### config.mk
export PLATFORM = sky130hd
export DESIGN_NAME = m2m_keyscan_serializer
export DESIGN_NICKNAME = d
export VERILOG_FILES = /design/src/rtl/keyscan_pkg.sv /design/src/rtl/keyscan_debounce_cell.sv /design/src/rtl/m2m_keyscan_serializer.sv
export SDC_FILE = /design/constraint.sdc
export NUM_CORES = 1
export LEC_CHECK = 0
export CAP_MARGIN = 40
export CORE_MARGIN = 10
export CORE_UTILIZATION = 40
export CTS_CLUSTER_DIAMETER = 30
export DETAILED_ROUTE_END_ITERATION = 8
export PLACE_DENSITY = 0.57
export SYNTH_ARGS = -nofsm -noshare
export SYNTH_HDL_FRONTEND = slang
export SYNTH_HIERARCHICAL = 1
export SYNTH_SLANG_ARGS = --single-unit
### constraint.sdc
create_clock -name clk28mhz -period 4.04 [get_ports clk28mhz]
set_input_delay 0.404 -clock clk28mhz [delete_from_list [all_inputs] [get_ports clk28mhz]]
set_output_delay 0.404 -clock clk28mhz [all_outputs]
set_load 0.03 [all_outputs]
### src/rtl/keyscan_pkg.sv
// Shared definitions for the MEGA65 -> ZX-Uno key scan serializer.
//   KEY_IDX_W     width of the serial key index presented to the ZX-Uno core
//   M2M_NUM_KEYS  number of keys on the MEGA65 keyboard bitmap
//   keyscan_state_e  scan FSM states
//   next_key_idx  round-robin successor of a key index
package keyscan_pkg;

    localparam int unsigned KEY_IDX_W    = 7;
    localparam int unsigned M2M_NUM_KEYS = 80;

    typedef enum logic [1:0] {
        StFlush,
        StScan,
        StHold
    } keyscan_state_e;

    // Successor of idx in a ring of num_keys entries; wraps NUM_KEYS-1 to 0.
    function automatic logic [KEY_IDX_W-1:0] next_key_idx(input logic [KEY_IDX_W-1:0] idx,
                                                          input int unsigned num_keys);
        if (32'(idx) >= num_keys - 32'd1) begin
            return '0;
        end
        return idx + KEY_IDX_W'(1);
    endfunction

endpackage

### src/rtl/keyscan_debounce_cell.sv
// Per-key debounce: a visit-gated disagreement counter plus the reported key bit.
// Ports:
//   clk28mhz         system clock
//   reset_n          asynchronous active-low reset
//   visit            one-cycle strobe: this key is being sampled on this cycle
//   sample_n         synchronized raw key state, 0 = pressed
//   reported_n       debounced key state, 0 = pressed (registered)
//   reported_next_n  value reported_n takes at the next clock edge
module keyscan_debounce_cell #(
    parameter int unsigned DEBOUNCE_SCANS = 3
) (
    input  logic clk28mhz,
    input  logic reset_n,
    input  logic visit,
    input  logic sample_n,
    output logic reported_n,
    output logic reported_next_n
);

    logic [2:0] cnt_q, cnt_d;

    always_comb begin
        cnt_d           = cnt_q;
        reported_next_n = reported_n;
        if (visit) begin
            if (sample_n != reported_n) begin
                // Flip only after DEBOUNCE_SCANS consecutive disagreeing visits.
                if (cnt_q + 3'd1 >= 3'(DEBOUNCE_SCANS)) begin
                    reported_next_n = sample_n;
                    cnt_d           = '0;
                end else begin
                    cnt_d = cnt_q + 3'd1;
                end
            end else begin
                cnt_d = '0;
            end
        end
    end

    always_ff @(posedge clk28mhz or negedge reset_n) begin
        if (!reset_n) begin
            cnt_q      <= '0;
            reported_n <= 1'b1;
        end else begin
            cnt_q      <= cnt_d;
            reported_n <= reported_next_n;
        end
    end

endmodule

### src/rtl/m2m_keyscan_serializer.sv
// Serializes the MEGA65 parallel active-low key bitmap into the key_num / key_status_n
// round-robin scan consumed by the ZX-Uno core (clk28mhz domain).
// Optional per-key debounce across scan passes: define KEYSCAN_DEBOUNCE_EN.
// Ports:
//   clk28mhz      system clock
//   reset_n       asynchronous active-low reset
//   matrix_n      raw key bitmap, 0 = pressed, asynchronous to clk28mhz
//   scan_enable   1 = scan runs, 0 = freeze scan position
//   key_num       index of the key currently presented
//   key_status_n  reported state of key_num, 0 = pressed
//   key_strobe    one-cycle pulse when key_num / key_status_n change
//   scan_wrap     one-cycle pulse when key_num wraps to 0
//   any_key_n     0 when any reported key is pressed
module m2m_keyscan_serializer
    import keyscan_pkg::*;
#(
    parameter int unsigned NUM_KEYS       = M2M_NUM_KEYS,
    parameter int unsigned STEP_CYCLES    = 28,
    parameter int unsigned DEBOUNCE_SCANS = 3
) (
    input  logic                 clk28mhz,
    input  logic                 reset_n,
    input  logic [NUM_KEYS-1:0]  matrix_n,
    input  logic                 scan_enable,
    output logic [KEY_IDX_W-1:0] key_num,
    output logic                 key_status_n,
    output logic                 key_strobe,
    output logic                 scan_wrap,
    output logic                 any_key_n
);

    localparam int unsigned STEP_W = $clog2(STEP_CYCLES);
    localparam logic [STEP_W-1:0] STEP_LAST = STEP_W'(STEP_CYCLES - 1);

    if (NUM_KEYS < 2 || NUM_KEYS > 128) begin : g_bad_num_keys
        $error("NUM_KEYS must be in 2..128");
    end
    if (STEP_CYCLES < 2) begin : g_bad_step_cycles
        $error("STEP_CYCLES must be at least 2");
    end
    if (DEBOUNCE_SCANS < 1 || DEBOUNCE_SCANS > 7) begin : g_bad_debounce_scans
        $error("DEBOUNCE_SCANS must be in 1..7");
    end

    // Two-flop synchronizer for the asynchronous key bitmap.
    logic [NUM_KEYS-1:0] sync1_q, sync_n;

    always_ff @(posedge clk28mhz or negedge reset_n) begin
        if (!reset_n) begin
            sync1_q <= '1;
            sync_n  <= '1;
        end else begin
            sync1_q <= matrix_n;
            sync_n  <= sync1_q;
        end
    end

    keyscan_state_e       state_q;
    logic                 flush_q;
    logic [STEP_W-1:0]    step_q;
    logic                 step;
    logic [KEY_IDX_W-1:0] next_idx;
    logic [NUM_KEYS-1:0]  visit;
    logic [NUM_KEYS-1:0]  reported;
    logic [NUM_KEYS-1:0]  reported_next;

    // key_num doubles as the scan index. A step is taken on the terminal count only while
    // scan_enable is high, so a falling enable on that cycle suppresses the step. HOLD with
    // scan_enable back high already counts, resuming from the frozen value.
    always_comb begin
        next_idx = next_key_idx(key_num, NUM_KEYS);
        step     = (state_q != StFlush) && scan_enable && (step_q == STEP_LAST);
    end

    for (genvar k = 0; k < NUM_KEYS; k++) begin : g_visit
        assign visit[k] = step && (next_idx == KEY_IDX_W'(k));
    end

`ifdef KEYSCAN_DEBOUNCE_EN
    for (genvar k = 0; k < NUM_KEYS; k++) begin : g_cell
        keyscan_debounce_cell #(
            .DEBOUNCE_SCANS(DEBOUNCE_SCANS)
        ) u_cell (
            .clk28mhz       (clk28mhz),
            .reset_n        (reset_n),
            .visit          (visit[k]),
            .sample_n       (sync_n[k]),
            .reported_n     (reported[k]),
            .reported_next_n(reported_next[k])
        );
    end
`else
    // No filtering: the visited key simply takes its synchronized value.
    assign reported_next = (reported & ~visit) | (sync_n & visit);

    always_ff @(posedge clk28mhz or negedge reset_n) begin
        if (!reset_n) begin
            reported <= '1;
        end else begin
            reported <= reported_next;
        end
    end
`endif

    always_ff @(posedge clk28mhz or negedge reset_n) begin
        if (!reset_n) begin
            state_q      <= StFlush;
            flush_q      <= 1'b0;
            step_q       <= '0;
            key_num      <= '0;
            key_status_n <= 1'b1;
            key_strobe   <= 1'b0;
            scan_wrap    <= 1'b0;
            any_key_n    <= 1'b1;
        end else begin
            key_strobe <= 1'b0;
            scan_wrap  <= 1'b0;
            any_key_n  <= &reported;
            unique case (state_q)
                StFlush: begin
                    // Two cycles so the synchronizer holds real samples before the first visit.
                    flush_q <= 1'b1;
                    if (flush_q) begin
                        state_q <= scan_enable ? StScan : StHold;
                    end
                end
                StScan, StHold: begin
                    if (!scan_enable) begin
                        state_q <= StHold;
                    end else begin
                        state_q <= StScan;
                        if (step) begin
                            step_q       <= '0;
                            key_num      <= next_idx;
                            // Present the value being written this edge, not the stale one.
                            key_status_n <= reported_next[next_idx];
                            key_strobe   <= 1'b1;
                            scan_wrap    <= (next_idx == '0);
                        end else begin
                            step_q <= step_q + STEP_W'(1);
                        end
                    end
                end
                default: begin
                    state_q <= StFlush;
                end
            endcase
        end
    end

endmodule
==> flow_summary.json <==
{
  "cp-start-kind": "register",
  "globalplace.congestion": 0.859,
  "drive_gt1_frac": 0.479,
  "finalClockSkew_ns": 0.00873,
  "hold_buffers": 0,
  "synth_top_family_by_area": "multiplexers",
  "grt.overflow.total": 0,
  "worstRegToRegCells": 11,
  "max_clock_freq_mhz": 285,
  "cts-resized-gates": 0,
  "cts_inserted_buffers": 54,
  "core_um2": 26300,
  "antenna_found_initial": 0,
  "syn_avg_cell_area_um2": 13.0,
  "startpoint": "key_num[2]$_DFFE_PN0P_",
  "dp_cells": 1250,
  "drtAntennaViolNets": 0,
  "drt_iter0_markers": 526,
  "setup_viol": 0,
  "rsz0062_at_grt": "no",
  "antenna-diode-count": 0,
  "hpwl_mm": 19.3,
  "grt_pass1_vias": 7634,
  "hold_viol": 0,
  "max-vdd-ir-drop_v": 0.000371,
  "grt_first_pass_wirelength_mm": 43.8,
  "async_flop_share": 1.00,
  "final_nets": 1058,
  "wl_mm": 28.3,
  "wl_per_cell_um": 21.0,
  "clockBufferDepth": 3,
  "clk_latency_ns": 0.54,
  "r2r_end": "key_status_n$_DFFE_PN1P_",
  "cpPeakStageDelay_ns": 0.56,
  "rows": 59,
  "syn-cell-area_um2": 10800,
  "fin_crit_ns": 3.51,
  "die_x_um": 184,
  "outcome": "finished clean",
  "ff2ff_setup_slack_ns": 0.53,
  "grt_usage": 0.167,
  "synth-compound-area-share": 0.0834,
  "yosysSeqAreaShare": 0.630,
  "synth_seq_cells": 259,
  "setup_tns_ns": 0,
  "post_dp_cell_area_um2": 12200,
  "pin_count": 94,
  "cts_setup_buffers": 0,
  "io_buffers": 93,
  "synthMuxAreaShare": 0.130,
  "drc": 0,
  "htreeDepth": 2,
  "postSynthCellCount": 831,
  "whs_ns": 0.0182,
  "drt_first_pass_iters": 6,
  "grt_max_degree": 124,
  "layout_common_cells": "dfstp_2, clkdlybuf4s50_1, mux2_2",
  "synth-main-ff-cell": "dfstp_2",
  "finalNonFillerCells": 1349,
  "maxSlewHeadroom": 0.370,
  "arrival_ns": 3.97,
  "cp-end-kind": "register",
  "yosys.area_share.simple": 0.123,
  "viasPerCell": 5.44,
  "endpoint": "key_status_n$_DFFE_PN1P_",
  "syn_nets": 918,
  "clk_pin_slew_worst_paths_ns": 0.05,
  "required_ns": 4.50,
  "final_common_cell": "dfstp_2",
  "drv_slew": 0,
  "path_cells": "buf_4, a211o_1, a211oi_2, nand2_2, or4_4, mux2_4, o2bb2ai_2, o21ai_2, a41oi_1, nor4_1, o211ai_1",
  "ff_latch_area_um2": 6780,
  "crit_fanout": 15,
  "worstReg2RegStart": "key_num[2]$_DFFE_PN0P_",
  "total_power_mw": 7.71,
  "vias": 7338,
  "tritoncts": "done",
  "chipHeight_um": 184,
  "multiInputGateArea_um2": 3750,
  "clock-root-buffer": "clkbuf_16",
  "maxCapViolCount": 0,
  "synthAdderAreaFrac": 0.00465,
  "cp_slowest_cell": "or4_4",
  "worstMarginPinSlew_ns": 0.945,
  "areaGrowthSynthToFinish_pct": 30.9,
  "critPathKind": "reg -> reg",
  "p_leak_nw": 5.38,
  "fillers": 2264,
  "start_util": 0.409,
  "die_area_um2": 33900,
  "synth-edff-count": 0,
  "yosysUniqueCellTypes": 69,
  "synth-xor-area-share": 0.00488,
  "yosysWarnings": 6,
  "final_area_um2": 14100,
  "power.density_nw_per_um2": 547,
  "min_period_over_period": 0.868,
  "cts_sinks": 259,
  "hp-class": "in -> async"
}
[metrics by stage]
stage               utilization  setup WS [ns]
floorplan                     -          0.903
global placement          0.465          0.426
detailed placement        0.465          0.347
CTS                       0.536          0.590
global route              0.536          0.255
finish                    0.536          0.533
[report_power, final]
| group | switching [mW] | internal [mW] |
|---|---|---|
| combinational | 0.243 | 0.168 |
| sequential | 0.0749 | 2.78 |
| clock | 1.48 | 2.97 |
| total | 1.79 | 5.92 |
[Yosys cell counts, drive strengths merged (4+ instances only)]
library cell | count | area, um^2
a21oi | 14 | 73.8
a22oi | 6 | 45.0
a31oi | 21 | 131
a41oi | 6 | 52.6
and2 | 5 | 33.8
and3 | 5 | 31.3
buf | 26 | 169
clkbuf | 20 | 75.1
dfrtp | 17 | 425
dfstp | 242 | 6360
ha | 4 | 50.1
inv | 5 | 18.8
mux2 | 80 | 905
mux2i | 49 | 490
nand2 | 75 | 287
nand2b | 11 | 68.8
nand3 | 12 | 70.1
nand3b | 4 | 30.0
nand4 | 27 | 169
nor2 | 45 | 176
nor3 | 48 | 257
nor4 | 10 | 62.6
o21ai | 22 | 114
o22ai | 18 | 113
o31ai | 4 | 30.0
o32ai | 4 | 42.6
or2 | 5 | 31.3
xor2 | 4 | 35.0
[cell type report]
class / count / share of cell area
clock buffer: 61 / 0.0992
inverter: 5 / 0.00133
clock inverter: 38 / 0.0332
tap: 335 / 0.0297
multi-input combinational: 521 / 0.266
timing repair buffer: 130 / 0.0888
sequential: 259 / 0.481
[flip-flops by register name, summed over array words and instances, names as in the netlist]
name	cells
key_strobe	1
step_q	5
key_num	7
any_key_n	1
key_status_n	1
sync1_q	80
scan_wrap	1
flush_q	1
sync_n	80
reported	80
state_q	2
[cells by family after synthesis]
group / after synthesis
compound gates: 124
fa+ha+maj: 4
flops: 259
buf+inv: 51
xor+xnor: 6
mux: 129
simple gates: 258
[worst max-delay path: cells and delay by family, from the launching register on]
| family | cells | cell delay, ns |
|---|---|---|
| AO/OA/AOI/OAI | 6 | 1.21 |
| AND/OR/NAND/NOR | 3 | 1.10 |
| flip-flops | 1 | 0.51 |
| buffers and inverters | 1 | 0.26 |
| multiplexers | 1 | 0.32 |
[how the worst min path moves through the flow]
stage / to / slack, ns / cells after the start
2_1_floorplan: flush_q$_DFFE_PN0P_ / 0.11 / 0
3_3_place_gp: sync_n[14]$_DFF_PN1_ / 0.35 / 0
3_5_place_dp: sync_n[17]$_DFF_PN1_ / 0.35 / 0
4_1_cts: key_num[3]$_DFFE_PN0P_ / 0.01 / 1
5_1_grt: key_num[3]$_DFFE_PN0P_ / 0.09 / 1
6_report: key_num[3]$_DFFE_PN0P_ / 0.02 / 1
[metal layers]
metal,global-route usage,vias up,share of wire,wire length [um]
met3,0.0346,78,0.063,1780
met4,0.0760,0,0.036,1010
met1,0.219,3648,0.44,12500
met5,0,-,0,0
li1,-,3331,-,-
met2,0.259,281,0.46,13000
No activity file was read; power rests on OpenSTA's default activity.
